<file path="config.mk">
export PLATFORM = sky130hd
export DESIGN_NAME = axis_packet_arbiter
export DESIGN_NICKNAME = d
export VERILOG_FILES = /design/src/rtl/axis_packet_arbiter.sv
export SDC_FILE = /design/constraint.sdc
export NUM_CORES = 1
export LEC_CHECK = 0
export ABC_AREA = 1
export CORE_AREA = 2 2 165 167
export CTS_CLUSTER_DIAMETER = 150
export DETAILED_ROUTE_END_ITERATION = 8
export DIE_AREA = 0 0 167 169
export PLACE_DENSITY = 0.54
export SLEW_MARGIN = 20
export SYNTH_ARGS = -nofsm -noshare
export SYNTH_HDL_FRONTEND = slang
export SYNTH_SLANG_ARGS = --single-unit
</file>
<file path="constraint.sdc">
create_clock -name CLK -period 3.5 [get_ports CLK]
set_clock_uncertainty 0.2 [all_clocks]
set_input_delay 0.35 -clock CLK [delete_from_list [all_inputs] [get_ports CLK]]
set_output_delay 0.35 -clock CLK [all_outputs]
set_load 0.05 [all_outputs]
</file>
<file path="src/rtl/axis_packet_arbiter.sv">
// axis_packet_arbiter: round-robin AXI-Stream mux that holds each grant for a whole packet
module axis_packet_arbiter #(
  parameter int N_INPUTS   = 4,
  parameter int BYTE_WIDTH = 8,
  parameter int USER_WIDTH = 8
) (
  input  logic                               CLK,
  input  logic                               RESET,
  input  logic [N_INPUTS*BYTE_WIDTH*8-1:0]   S_AXIS_TDATA,
  input  logic [N_INPUTS*BYTE_WIDTH-1:0]     S_AXIS_TKEEP,
  input  logic [N_INPUTS*USER_WIDTH-1:0]     S_AXIS_TUSER,
  input  logic [N_INPUTS-1:0]                S_AXIS_TVALID,
  input  logic [N_INPUTS-1:0]                S_AXIS_TLAST,
  output logic [N_INPUTS-1:0]                S_AXIS_TREADY,
  output logic [BYTE_WIDTH*8-1:0]            M_AXIS_TDATA,
  output logic [BYTE_WIDTH-1:0]              M_AXIS_TKEEP,
  output logic [USER_WIDTH-1:0]              M_AXIS_TUSER,
  output logic                               M_AXIS_TLAST,
  output logic [$clog2(N_INPUTS)-1:0]        M_AXIS_TID,
  output logic                               M_AXIS_TVALID,
  input  logic                               M_AXIS_TREADY
);
  localparam int DW = BYTE_WIDTH * 8;
  localparam int IW = $clog2(N_INPUTS);
  typedef enum logic {IDLE, LOCKED} state_t;
  state_t state_q, state_d;
  logic [IW-1:0] grant_q, grant_d, last_q, last_d, pick, idx;
  logic [DW-1:0] data_q;
  logic [BYTE_WIDTH-1:0] keep_q;
  logic [USER_WIDTH-1:0] user_q;
  logic [IW-1:0] tid_q;
  logic tlast_q, valid_q, s_rdy, fire;
  // Round-robin search starting after last_q; the nearest requester wins
  always_comb begin
    pick = '0;
    idx = '0;
    for (int k = N_INPUTS; k >= 1; k--) begin
      idx = IW'((int'(last_q) + k) % N_INPUTS);
      if (S_AXIS_TVALID[idx]) pick = idx;
    end
  end
  assign s_rdy = (state_q == LOCKED) && (!valid_q || M_AXIS_TREADY);
  assign fire = s_rdy && S_AXIS_TVALID[grant_q];
  assign S_AXIS_TREADY = s_rdy ? (N_INPUTS'(1) << grant_q) : '0;
  // Next state: arbitrate once in IDLE, release the grant on the accepted TLAST beat
  always_comb begin
    state_d = state_q;
    grant_d = grant_q;
    last_d = last_q;
    if (state_q == IDLE) begin
      if (|S_AXIS_TVALID) begin
        grant_d = pick;
        state_d = LOCKED;
      end
    end else if (fire && S_AXIS_TLAST[grant_q]) begin
      last_d = grant_q;
      state_d = IDLE;
    end
  end
  // Arbiter state registers; reset gives port 0 first priority
  always_ff @(posedge CLK or posedge RESET) begin
    if (RESET) begin
      state_q <= IDLE;
      grant_q <= '0;
      last_q <= IW'(N_INPUTS - 1);
    end else begin
      state_q <= state_d;
      grant_q <= grant_d;
      last_q <= last_d;
    end
  end
  // Output beat register: load on slave handshake, drop valid once consumed
  always_ff @(posedge CLK or posedge RESET) begin
    if (RESET) begin
      data_q <= '0;
      keep_q <= '0;
      user_q <= '0;
      tlast_q <= 1'b0;
      tid_q <= '0;
      valid_q <= 1'b0;
    end else if (fire) begin
      data_q <= S_AXIS_TDATA[int'(grant_q)*DW +: DW];
      keep_q <= S_AXIS_TKEEP[int'(grant_q)*BYTE_WIDTH +: BYTE_WIDTH];
      user_q <= S_AXIS_TUSER[int'(grant_q)*USER_WIDTH +: USER_WIDTH];
      tlast_q <= S_AXIS_TLAST[grant_q];
      tid_q <= grant_q;
      valid_q <= 1'b1;
    end else if (M_AXIS_TREADY) begin
      valid_q <= 1'b0;
    end
  end
  assign M_AXIS_TDATA = data_q;
  assign M_AXIS_TKEEP = keep_q;
  assign M_AXIS_TUSER = user_q;
  assign M_AXIS_TLAST = tlast_q;
  assign M_AXIS_TID = tid_q;
  assign M_AXIS_TVALID = valid_q;
endmodule

</file>
==> results by group, run 1 <==
Timing
  – Fin. Hold Viols: 0
  – Slew @ Worst Pin: 0.667 ns
  – Endpoints failing setup: 0
  – Period utilisation layout: 78.5%
  – Final WS setup: 0.753 ns
  – Highest clock rate: 364 MHz
  – RSZ-0062 raised after global routing: false
  – Max transition margin: 55.6%
  – Slew Limit Fails: 0
  – Fin Setup TNS: 0 ns
  – Tmin final: 2.75 ns

Clock tree
  – Post_cts resized: 0
  – Postcts setup bufs: 0
  – TritonCTS Buffers: 9
  – CTS max path bufs: 2
  – TritonCTS clock tree: done
  – Total number of H-tree levels: 3
  – Worst-path clk slew: 0.07 ns
  – Worst-Skew Late Latency: 0.34 ns
  – Clk root buf: clkbuf_16
  – TritonCTS Sinks: 89
  – Cts hold-fix bufs: 0

Floorplan
  – IO Pins: 419
  – Standard-cell rows: 60
  – Die Y: 169 µm
  – Starting Density: 20.7%
  – Core Area: 26,500 µm²
  – Die Span X: 167 µm
  – Die area: 28,200 µm²

Synthesis
  – Post-synthesis cell count: 805
  – EDFF count, synth: 0
  – Post-Syn Nets: 1,136
  – Asr flop ratio synth: 100%
  – Mapped Area: 5500 µm²
  – Ys flop type: dfrtp_1
  – Syn Area/Cell: 6.83 µm²
  – Seq cells post-synth: 89
  – Syn. warnings: 0
  – Share of the yosys chip area belonging to registers: 40.6%
  – Post-synthesis cell type count: 25

Layout
  – ANT cells: 0
  – Layout cells sized above 1: 4.96%
  – Nets@finish: 1,516
  – Most frequent cells in the layout: clkdlybuf4s50_1 (417), nand2_1 (289), nand3_1 (170), dfrtp_1 (86), a21oi_1 (82)
  – Most common cell after layout, fill and taps aside: clkdlybuf4s50_1
  – Area growth, synth to finish: 87.9%
  – Non-filler instance count after layout: 1,531

Worst setup path
  – CP required: 2.95 ns
  – Critical Path Max Stage Delay: 0.80 ns
  – Kind of critical path: register to output pin
  – Worst Path Max Fanout: 38
  – Crit path cell chain: nand2_1, nor2_1, clkdlybuf4s50_1
  – Startpoint types: register
  – CP arrival: 2.20 ns
  – Crit. End Element: output pin
  – Slowest cell on the critical path: clkdlybuf4s50_1

Place
  – Final GP Congestion: 0.798
  – Port bufs: 418
  – Worst slack at placement: 0.904 ns
  – Dpl cells: 1,515
  – Dpl hpwl: 18,700 µm

Routing
  – Via count: 6,992
  – Iteration-0 DRC Markers: 232
  – DRC Markers: 0
  – Final WL: 24,700 µm
  – DRT Pass-1 Iters: 4
  – WL/cell: 16.1 µm
  – DRT antenna net count: 0
  – Vias per inst: 4.57

Min path
  – Hold crit path type: primary input to asynchronous set/reset pin

GRT
  – Final global-route overflow total: 0
  – GRT Total Usage: 16.8%
  – First-pass GRT wire length: 37,700 µm
  – Vias in the first global route: 6,881
  – Initial antenna violation count: 0
  – Pin count of the biggest net entering global routing: 82

Pwr
  – P_leak: 0.00429 µW
  – Maximum VDD drop: 464 µV
  – Pwr dens: 894 nW/µm²

Flow run
  – Max-cap viol count: 0

Run status
  – Status: finished clean
## synthesized netlist by cell type (all sizes together), types with 2 or more instances
library cell,instances,area (µm²)
a21oi,84,435
buf,30,154
clkbuf,32,120
dfrtp,87,2180
dfstp,2,52.6
inv,13,48.8
nand2,289,1080
nand3,170,851
nor2,8,35.0
nor3,2,10.0
o21ai,83,487
## per-stage QoR
step / utilization [%] / power (µW) / cell area, µm² / hold slack, ns
5_1_grt: 39.0 / 9960 / 10300 / 0.284
2_1_floorplan: - / 6010 / 5500 / 0.246
4_1_cts: 39.0 / 9380 / 10300 / 0.261
6_report: 39.0 / 9230 / 10300 / 0.233
3_5_place_dp: 37.8 / 8280 / 10000 / 0.258
3_3_place_gp: 37.8 / 8230 / 10000 / 0.256
## per-layer routing
layer	track usage [%]	share of wire, %	vias to the layer above
li1	-	-	3472
met1	19.7	40	3173
met2	30.1	50	319
met3	4.47	8.7	28
met4	5.10	2.0	0
met5	0	0	-
## sequential cells by signal (all words and copies together), names as in the netlist
| name | flops |
|---|---|
| M_AXIS_TLAST | 1 |
| M_AXIS_TDATA | 64 |
| M_AXIS_TVALID | 1 |
| state_q | 1 |
| M_AXIS_TID | 2 |
| M_AXIS_TUSER | 8 |
| last_q | 2 |
| M_AXIS_TKEEP | 8 |
| grant_q | 2 |
## path summary, 6_finish.rpt
check | start | to | slack, ns | cells past startpoint
setup / recovery | grant_q[0] | S_AXIS_TREADY[3] | 0.75 | 3
hold / removal | RESET | M_AXIS_TKEEP[2] | 0.23 | 2
setup reg to reg | grant_q[0] | M_AXIS_TDATA[3] | 1.13 | 8
hold reg to reg | M_AXIS_TLAST | M_AXIS_TLAST | 0.27 | 2
max in group asynchronous | RESET | M_AXIS_TDATA[34] | 2.17 | 3
min in group CLK | M_AXIS_TLAST | M_AXIS_TLAST | 0.27 | 2
## where the power goes
group	internal (µW)	leakage (µW)	total [µW]	switching (µW)
sequential	1530	0.00111	1880	349
combinational	2120	0.00303	6300	4180
clock	630	0.000151	1050	418
## area by class of cell
class,instances,area [µm²]
multi-input combinational,641,2950
sequential,89,2230
clock buffer,12,236
tap,341,427
inverter,13,56.3
fill,2808,16200
clock inverter,4,77.6
timing repair buffer,431,4340
## logic make-up after synthesis
logic type | synth area share, %
AND/OR/NAND/NOR | 36.3
flip-flops | 40.6
AO/OA/AOI/OAI | 17.3
buffers and inverters | 5.87
## worst max-delay path: cells and delay by family (launching register included)
family        cells  cell delay [ns]
buf+inv           1             0.80
flops             1             0.73
simple gates      2             0.31
Power figures use the tool's default switching activity.
==> run 2: changes to the inputs <==
--- a/config.mk
+++ b/config.mk
@@ -6,11 +6,11 @@
 export NUM_CORES = 1
 export LEC_CHECK = 0
 export ABC_AREA = 1
-export CORE_AREA = 2 2 165 167
+export CORE_AREA = 2 2 162 164
 export CTS_CLUSTER_DIAMETER = 150
 export DETAILED_ROUTE_END_ITERATION = 8
-export DIE_AREA = 0 0 167 169
-export PLACE_DENSITY = 0.54
+export DIE_AREA = 0 0 164 166
+export PLACE_DENSITY = 0.58
 export SLEW_MARGIN = 20
 export SYNTH_ARGS = -nofsm -noshare
 export SYNTH_HDL_FRONTEND = slang
==> constraint.sdc (replaced) <==
create_clock -name CLK -period 2.21 [get_ports CLK]
set_clock_uncertainty 0.2 [all_clocks]
set_input_delay 0.221 -clock CLK [delete_from_list [all_inputs] [get_ports CLK]]
set_output_delay 0.221 -clock CLK [all_outputs]
set_load 0.05 [all_outputs]
==> run 2 against run 1 <==
Final cell count is 0.26% higher. Sequential power grew 54%. Via count increased by 0.67%. Critical path type unchanged.
==> results by group, run 2 (same netlist as run 1, synthesis figures left out) <==
Run status
  – Status: finished clean

Layout
  – Final core utilization: 40.8%
  – Area growth, synth to finish: 90.0%
  – Fillers: 2,687
  – ANT cells: 0
  – Nets@finish: 1,526
  – Max reg flops: 64
  – Most common cell after layout, fill and taps aside: clkdlybuf4s50_1
  – Layout cells sized above 1: 6.50%
  – Final Cell Area: 10,400 µm²
  – Most frequent cells in the layout: clkdlybuf4s50_1 (413), nand2_1 (289), nand3_1 (170), dfrtp_1 (85), a21oi_1 (82)

Clock tree
  – Total number of H-tree levels: 3
  – CTS max path bufs: 2
  – TritonCTS clock tree: done
  – Clk root buf: clkbuf_16
  – Worst-Skew Late Latency: 0.34 ns
  – TritonCTS Buffers: 9
  – TritonCTS Sinks: 89
  – Cts hold-fix bufs: 0
  – Worst-path clk slew: 0.07 ns

Timing
  – RSZ-0062 raised after global routing: false
  – Tmin final: 2.08 ns
  – Slew Limit Fails: 0
  – Period utilisation layout: 94.2%
  – Endpoints failing setup: 0
  – Max transition margin: 55.1%
  – Fin. Hold Viols: 0
  – Highest clock rate: 481 MHz
  – Slew @ Worst Pin: 0.673 ns

Floorplan
  – Starting Density: 21.5%
  – Standard-cell rows: 59
  – Die Span X: 164 µm
  – Core Area: 25,600 µm²
  – Die area: 27,200 µm²
  – Die Y: 166 µm
  – IO Pins: 419

Place
  – Dpl hpwl: 18,900 µm
  – Port bufs: 418
  – Final GP Congestion: 0.816
  – Dpl cell area: 10,100 µm²

GRT
  – Pin count of the biggest net entering global routing: 85
  – Final global-route overflow total: 0
  – GRT Total Usage: 17.4%
  – Vias in the first global route: 6,852
  – Initial antenna violation count: 1
  – First-pass GRT wire length: 36,900 µm

Pwr
  – Switching pwr: 7970 µW
  – Net Sw Frac: 53.5%
  – Comb pwr share: 69.8%
  – Maximum VDD drop: 798 µV
  – Seq pwr share: 19.4%
  – Pwr dens: 1430 nW/µm²
  – Internal power: 6920 µW
  – P_leak: 0.00437 µW
  – Clock share of power: 10.7%

Worst setup path
  – CP required: 1.79 ns
  – Startpoint types: register
  – RR Startpoint: grant_q[0]
  – Kind of critical path: register to output pin
  – Worst Path Max Fanout: 84
  – CP arrival: 1.66 ns
  – Crit. End Element: output pin
  – Worst setup path startpoint: grant_q[1]

Flow run
  – Max-cap viol count: 0

Routing
  – Via count: 7,039
  – DRT antenna net count: 0
  – DRC Markers: 0
  – Iteration-0 DRC Markers: 229
  – Vias per inst: 4.59
  – DRT Pass-1 Iters: 4
  – WL/cell: 16.1 µm
  – Final WL: 24,700 µm

Min path
  – Hold crit path type: primary input to asynchronous set/reset pin
-- run 2: area by class of cell --
type	instances	area, µm²	area share, %
flip-flops and latches	89	2230	21.4
repair buffers	441	4470	42.8
inverters	13	58.8	0.563
multi-input cells	641	2960	28.3
well taps	335	419	4.01
clock buffers	9	225	2.16
clock inverters	7	75.1	0.719
-- run 2: final timing paths --
| check | slack [ns] | depth (start not counted) | endpoint |
|---|---|---|---|
| setup / recovery | 0.13 | 4 | S_AXIS_TREADY[2] |
| hold / removal | 0.08 | 3 | M_AXIS_TVALID |
| setup reg to reg | 0.26 | 8 | M_AXIS_TDATA[3] |
| hold reg to reg | 0.28 | 2 | M_AXIS_TID[0] |
| max in group asynchronous | 1.17 | 3 | M_AXIS_TDATA[23] |
| min in group CLK | 0.26 | 2 | M_AXIS_TVALID |
-- run 2: metrics by stage --
| step | setup slack [ns] | TNS, ns | std cells | total power [µW] | hold slack [ns] |
|---|---|---|---|---|---|
| floorplan | -0.224 | -0.447 | 805 | 9510 | 0.117 |
| global placement | 0.212 | 0 | 1519 | 13400 | 0.256 |
| detailed placement | 0.201 | 0 | 1519 | 13500 | 0.267 |
| CTS | 0.0182 | 0 | 1535 | 15100 | 0.0919 |
| finish | 0.129 | 0 | 1535 | 14900 | 0.0800 |
| global route | 0.0719 | 0 | 1535 | 16000 | 0.106 |
-- run 2: layer usage --
metal,track usage (%),part of all wire [%],wire length (µm)
met1,19.7,39,9720
met2,30.9,49,12100
met3,4.65,8.8,2170
met4,6.52,2.8,697
met5,0,0.045,11
-- run 2: critical path: stages (launching register included) --
cell	delay, ns
dfrtp_2	0.43
clkinv_2	0.13
buf_12	0.21
nor3_2	0.30
buf_12	0.17
-- run 2: repair_timing --
action	in CTS	in global routing
pin swaps	0	0
buffers inserted	0	0
resized for setup	1	1
endpoints found under the setup margin	1	1
gates cloned	0	0
-- run 2: power by group through the flow --
stage	logic, µW	registers, µW	clock network [µW]
5_1_grt	11300	3000	1730
3_5_place_dp	10500	2920	0
4_1_cts	10600	2910	1670
2_1_floorplan	4310	5200	0
6_report	10400	2890	1600
3_3_place_gp	10500	2910	0
==> run 3: changes to the inputs <==
--- a/config.mk
+++ b/config.mk
@@ -10,7 +10,8 @@
 export CTS_CLUSTER_DIAMETER = 150
 export DETAILED_ROUTE_END_ITERATION = 8
 export DIE_AREA = 0 0 164 166
-export PLACE_DENSITY = 0.58
+export DONT_BUFFER_PORTS = 1
+export PLACE_DENSITY = 0.36
 export SLEW_MARGIN = 20
 export SYNTH_ARGS = -nofsm -noshare
 export SYNTH_HDL_FRONTEND = slang
==> run 3 against run 2 <==
The run now fails in clock tree synthesis (4_1_cts). Synthesized cell count is the same. Synthesized area unchanged.
==> results by group, run 3 <==
Synthesis
  – Ranking of synthesized cells by area: dfrtp_1 (40%), nand2_1 (20%), nand3_1 (15%)
  – Post-Syn Nets: 1,136
  – Syn. warnings: 0
  – Mapped Area: 5500 µm²
  – EDFF count, synth: 0
  – Ys flop type: dfrtp_1
  – Post-synthesis cell count: 805
  – Most numerous cell in the Yosys netlist: nand2_1
  – Post-synthesis cell type count: 25
  – Share of the yosys chip area belonging to registers: 40.6%
  – Seq cells post-synth: 89
  – Yosys top cell area share: 39.6%
  – Syn Area/Cell: 6.83 µm²
  – Area leader, netlist: dfrtp_1
  – Commonest cells post-synth: nand2_1 (289), nand3_1 (170), dfrtp_1 (87)
  – Asr flop ratio synth: 100%

Clock tree
  – Postcts setup bufs: 0
  – CTS max path bufs: 2
  – TritonCTS Buffers: 9
  – TritonCTS Sinks: 89
  – Clk root buf: clkbuf_16
  – Post_cts resized: 0
  – Total number of H-tree levels: 3
  – Cts hold-fix bufs: 225

Run status
  – Fail Step: clock tree synthesis (4_1_cts)
  – First Err: [ERROR RSZ-0060] Max buffer count reached.
  – Status: stopped before the end

Place
  – Dpl cell area: 5970 µm²
  – Port bufs: 0
  – Worst slack at placement: 0.158 ns
  – Final GP Congestion: 0.755
  – Dpl hpwl: 16,200 µm
  – Dpl cells: 1,104

Floorplan
  – IO Pins: 419
  – Die Span X: 164 µm
  – Die Y: 166 µm
  – Starting Density: 21.5%
  – Standard-cell rows: 59
run 3: cell counts after synthesis:
Identical to the previous run, type by type.
run 3: kinds of logic after synthesis:
group / count (synthesis) / synth area share, %
DFF: 89 / 40.6
and+or+nand+nor: 471 / 36.3
AOI/OAI and AO/OA: 170 / 17.3
buffers and inverters: 75 / 5.87
run 3: through the flow:
stage	util [%]	setup TNS (ns)
after floorplan	-	-0.447
after detailed placement	23.3	0
after global placement	23.3	0
==> run 4: changes to the inputs <==
--- a/config.mk
+++ b/config.mk
@@ -7,11 +7,10 @@
 export LEC_CHECK = 0
 export ABC_AREA = 1
 export CORE_AREA = 2 2 162 164
-export CTS_CLUSTER_DIAMETER = 150
 export DETAILED_ROUTE_END_ITERATION = 8
 export DIE_AREA = 0 0 164 166
 export DONT_BUFFER_PORTS = 1
-export PLACE_DENSITY = 0.36
+export PLACE_DENSITY_LB_ADDON = 0.15
 export SLEW_MARGIN = 20
 export SYNTH_ARGS = -nofsm -noshare
 export SYNTH_HDL_FRONTEND = slang
==> constraint.sdc (replaced) <==
create_clock -name CLK -period 2.9 [get_ports CLK]
set_clock_uncertainty 0.2 [all_clocks]
set_input_delay 0.29 -clock CLK [delete_from_list [all_inputs] [get_ports CLK]]
set_output_delay 0.29 -clock CLK [all_outputs]
set_load 0.05 [all_outputs]
==> run 4 against run 3 <==
The run now ends clean.
==> results by group, run 4 (same netlist as run 1, synthesis figures left out) <==
Run status
  – Status: finished clean

Clock tree
  – CTS max path bufs: 2
  – Post_cts resized: 0
  – Worst-Skew Late Latency: 0.34 ns
  – TritonCTS clock tree: done
  – Total number of H-tree levels: 3
  – Clk root buf: clkbuf_16
  – Worst-path clk slew: 0.07 ns
  – TritonCTS Buffers: 9
  – TritonCTS Sinks: 89

Floorplan
  – Core Area: 25,600 µm²
  – Starting Density: 21.5%
  – Die Y: 166 µm
  – Die area: 27,200 µm²
  – Standard-cell rows: 59
  – IO Pins: 419
  – Die Span X: 164 µm

Pwr
  – Switching pwr: 5800 µW
  – Internal power: 3930 µW
  – Seq pwr share: 42.7%
  – P_leak: 0.00303 µW
  – Pwr dens: 1390 nW/µm²
  – Comb pwr share: 45.1%
  – Maximum VDD drop: 622 µV
  – Clock share of power: 12.3%
  – Net Sw Frac: 59.6%

GRT
  – Vias in the first global route: 5,704
  – Pin count of the biggest net entering global routing: 82
  – First-pass GRT wire length: 32,600 µm
  – Initial antenna violation count: 1
  – GRT Total Usage: 15.7%
  – Final global-route overflow total: 0

Routing
  – Via count: 5,758
  – DRT Pass-1 Iters: 4
  – Iteration-0 DRC Markers: 283
  – DRC Markers: 0
  – Vias per inst: 4.81
  – WL/cell: 18.7 µm
  – DRT antenna net count: 0
  – Final WL: 22,300 µm

Timing
  – Fin. Hold Viols: 0
  – RSZ-0062 raised after global routing: false
  – Max transition margin: 58.6%
  – Slew Limit Fails: 0
  – Tmin final: 2.34 ns
  – Fin Setup TNS: 0 ns
  – Period utilisation layout: 80.8%
  – Slew @ Worst Pin: 0.621 ns
  – Final WS setup: 0.556 ns
  – Endpoints failing setup: 0
  – Hold Slack: 0.0180 ns
  – Highest clock rate: 427 MHz

Place
  – Dpl cell area: 5870 µm²
  – Port bufs: 0
  – Worst slack at placement: 0.813 ns
  – Final GP Congestion: 0.784
  – Dpl hpwl: 16,000 µm

Layout
  – Final core utilization: 27.3%
  – Max reg flops: 64
  – Most common cell after layout, fill and taps aside: nand2_1
  – Area growth, synth to finish: 27.3%
  – Final Cell Area: 7000 µm²
  – Fillers: 2,813
  – Most frequent cells in the layout: nand2_1 (289), nand3_1 (170), dfrtp_1 (86), dlygate4sd3_1 (83), a21oi_1 (82)
  – Nets@finish: 1,186
  – Layout cells sized above 1: 7.33%

Worst setup path
  – Crit path cell chain: clkinv_2, nor2_4, buf_12, nand2_1, nand3_1, a21oi_1, dlygate4sd3_1, o21ai_1
  – CP arrival: 2.42 ns
  – Kind of critical path: register to register
  – Worst Path Max Fanout: 81
  – Critical Path Max Stage Delay: 0.57 ns
  – Slowest cell on the critical path: dlygate4sd3_1
  – Crit. End Element: register
  – Startpoint types: register
  – CP required: 2.98 ns

Min path
  – Hold crit path type: primary input to register

Flow run
  – Max-cap viol count: 0
-- run 4: worst paths after layout --
path / start / end / slack (ns) / cells after the start
min in group asynchronous: RESET / M_AXIS_TKEEP[5] / 0.29 / 2
max in group asynchronous: RESET / M_AXIS_TDATA[33] / 1.52 / 3
worst min register to register: last_q[1] / last_q[1] / 0.31 / 2
worst max register to register: grant_q[1] / M_AXIS_TDATA[20] / 0.56 / 8
worst min-delay path: S_AXIS_TKEEP[29] / M_AXIS_TKEEP[5] / 0.02 / 4
worst max-delay path: grant_q[1] / M_AXIS_TDATA[20] / 0.56 / 8
-- run 4: per-stage QoR --
stage | power (µW) | cells
6_report | 9730 | 1196
5_1_grt | 10500 | 1195
4_1_cts | 9850 | 1195
3_5_place_dp | 8510 | 1096
3_3_place_gp | 8480 | 1096
2_1_floorplan | 7250 | 805
-- run 4: cell type report --
class / count / area (µm²) / area share (%)
Multi-Input combinational cell: 641 / 2950 / 42.2
Sequential cell: 89 / 2230 / 31.9
Timing Repair Buffer: 101 / 1040 / 14.9
Tap cell: 335 / 419 / 5.99
Clock buffer: 12 / 236 / 3.38
Inverter: 13 / 57.6 / 0.822
Clock inverter: 4 / 53.8 / 0.769
Antenna cell: 1 / 2.50 / 0.0358
-- run 4: worst max-delay path: cells and delay by family, from the launching register on --
kind / cells / cell delay, ns
compound gates: 2 / 0.16
buf+inv: 3 / 1.06
flops: 1 / 0.49
simple gates: 3 / 0.31
-- run 4: repair_timing --
action                                 CTS  global route
endpoints found under the hold margin  124             0
hold buffers                            83             0
setup buffers                            0             0
-- run 4: layer usage --
layer | vias up | global-route usage, % | part of all wire, %
li1 | 2813 | - | -
met1 | 2619 | 17.0 | 38
met2 | 296 | 29.2 | 51
met3 | 28 | 3.57 | 8.3
met4 | 2 | 5.95 | 2.5
met5 | - | 0 | 0.058
-- run 4: power by group through the flow --
stage	Combinational, µW	Clock, µW	Sequential [µW]
floorplan	3280	0	3970
global placement	4270	0	4220
detailed placement	4310	0	4200
CTS	4420	1260	4170
global route	4980	1290	4230
finish	4380	1200	4150
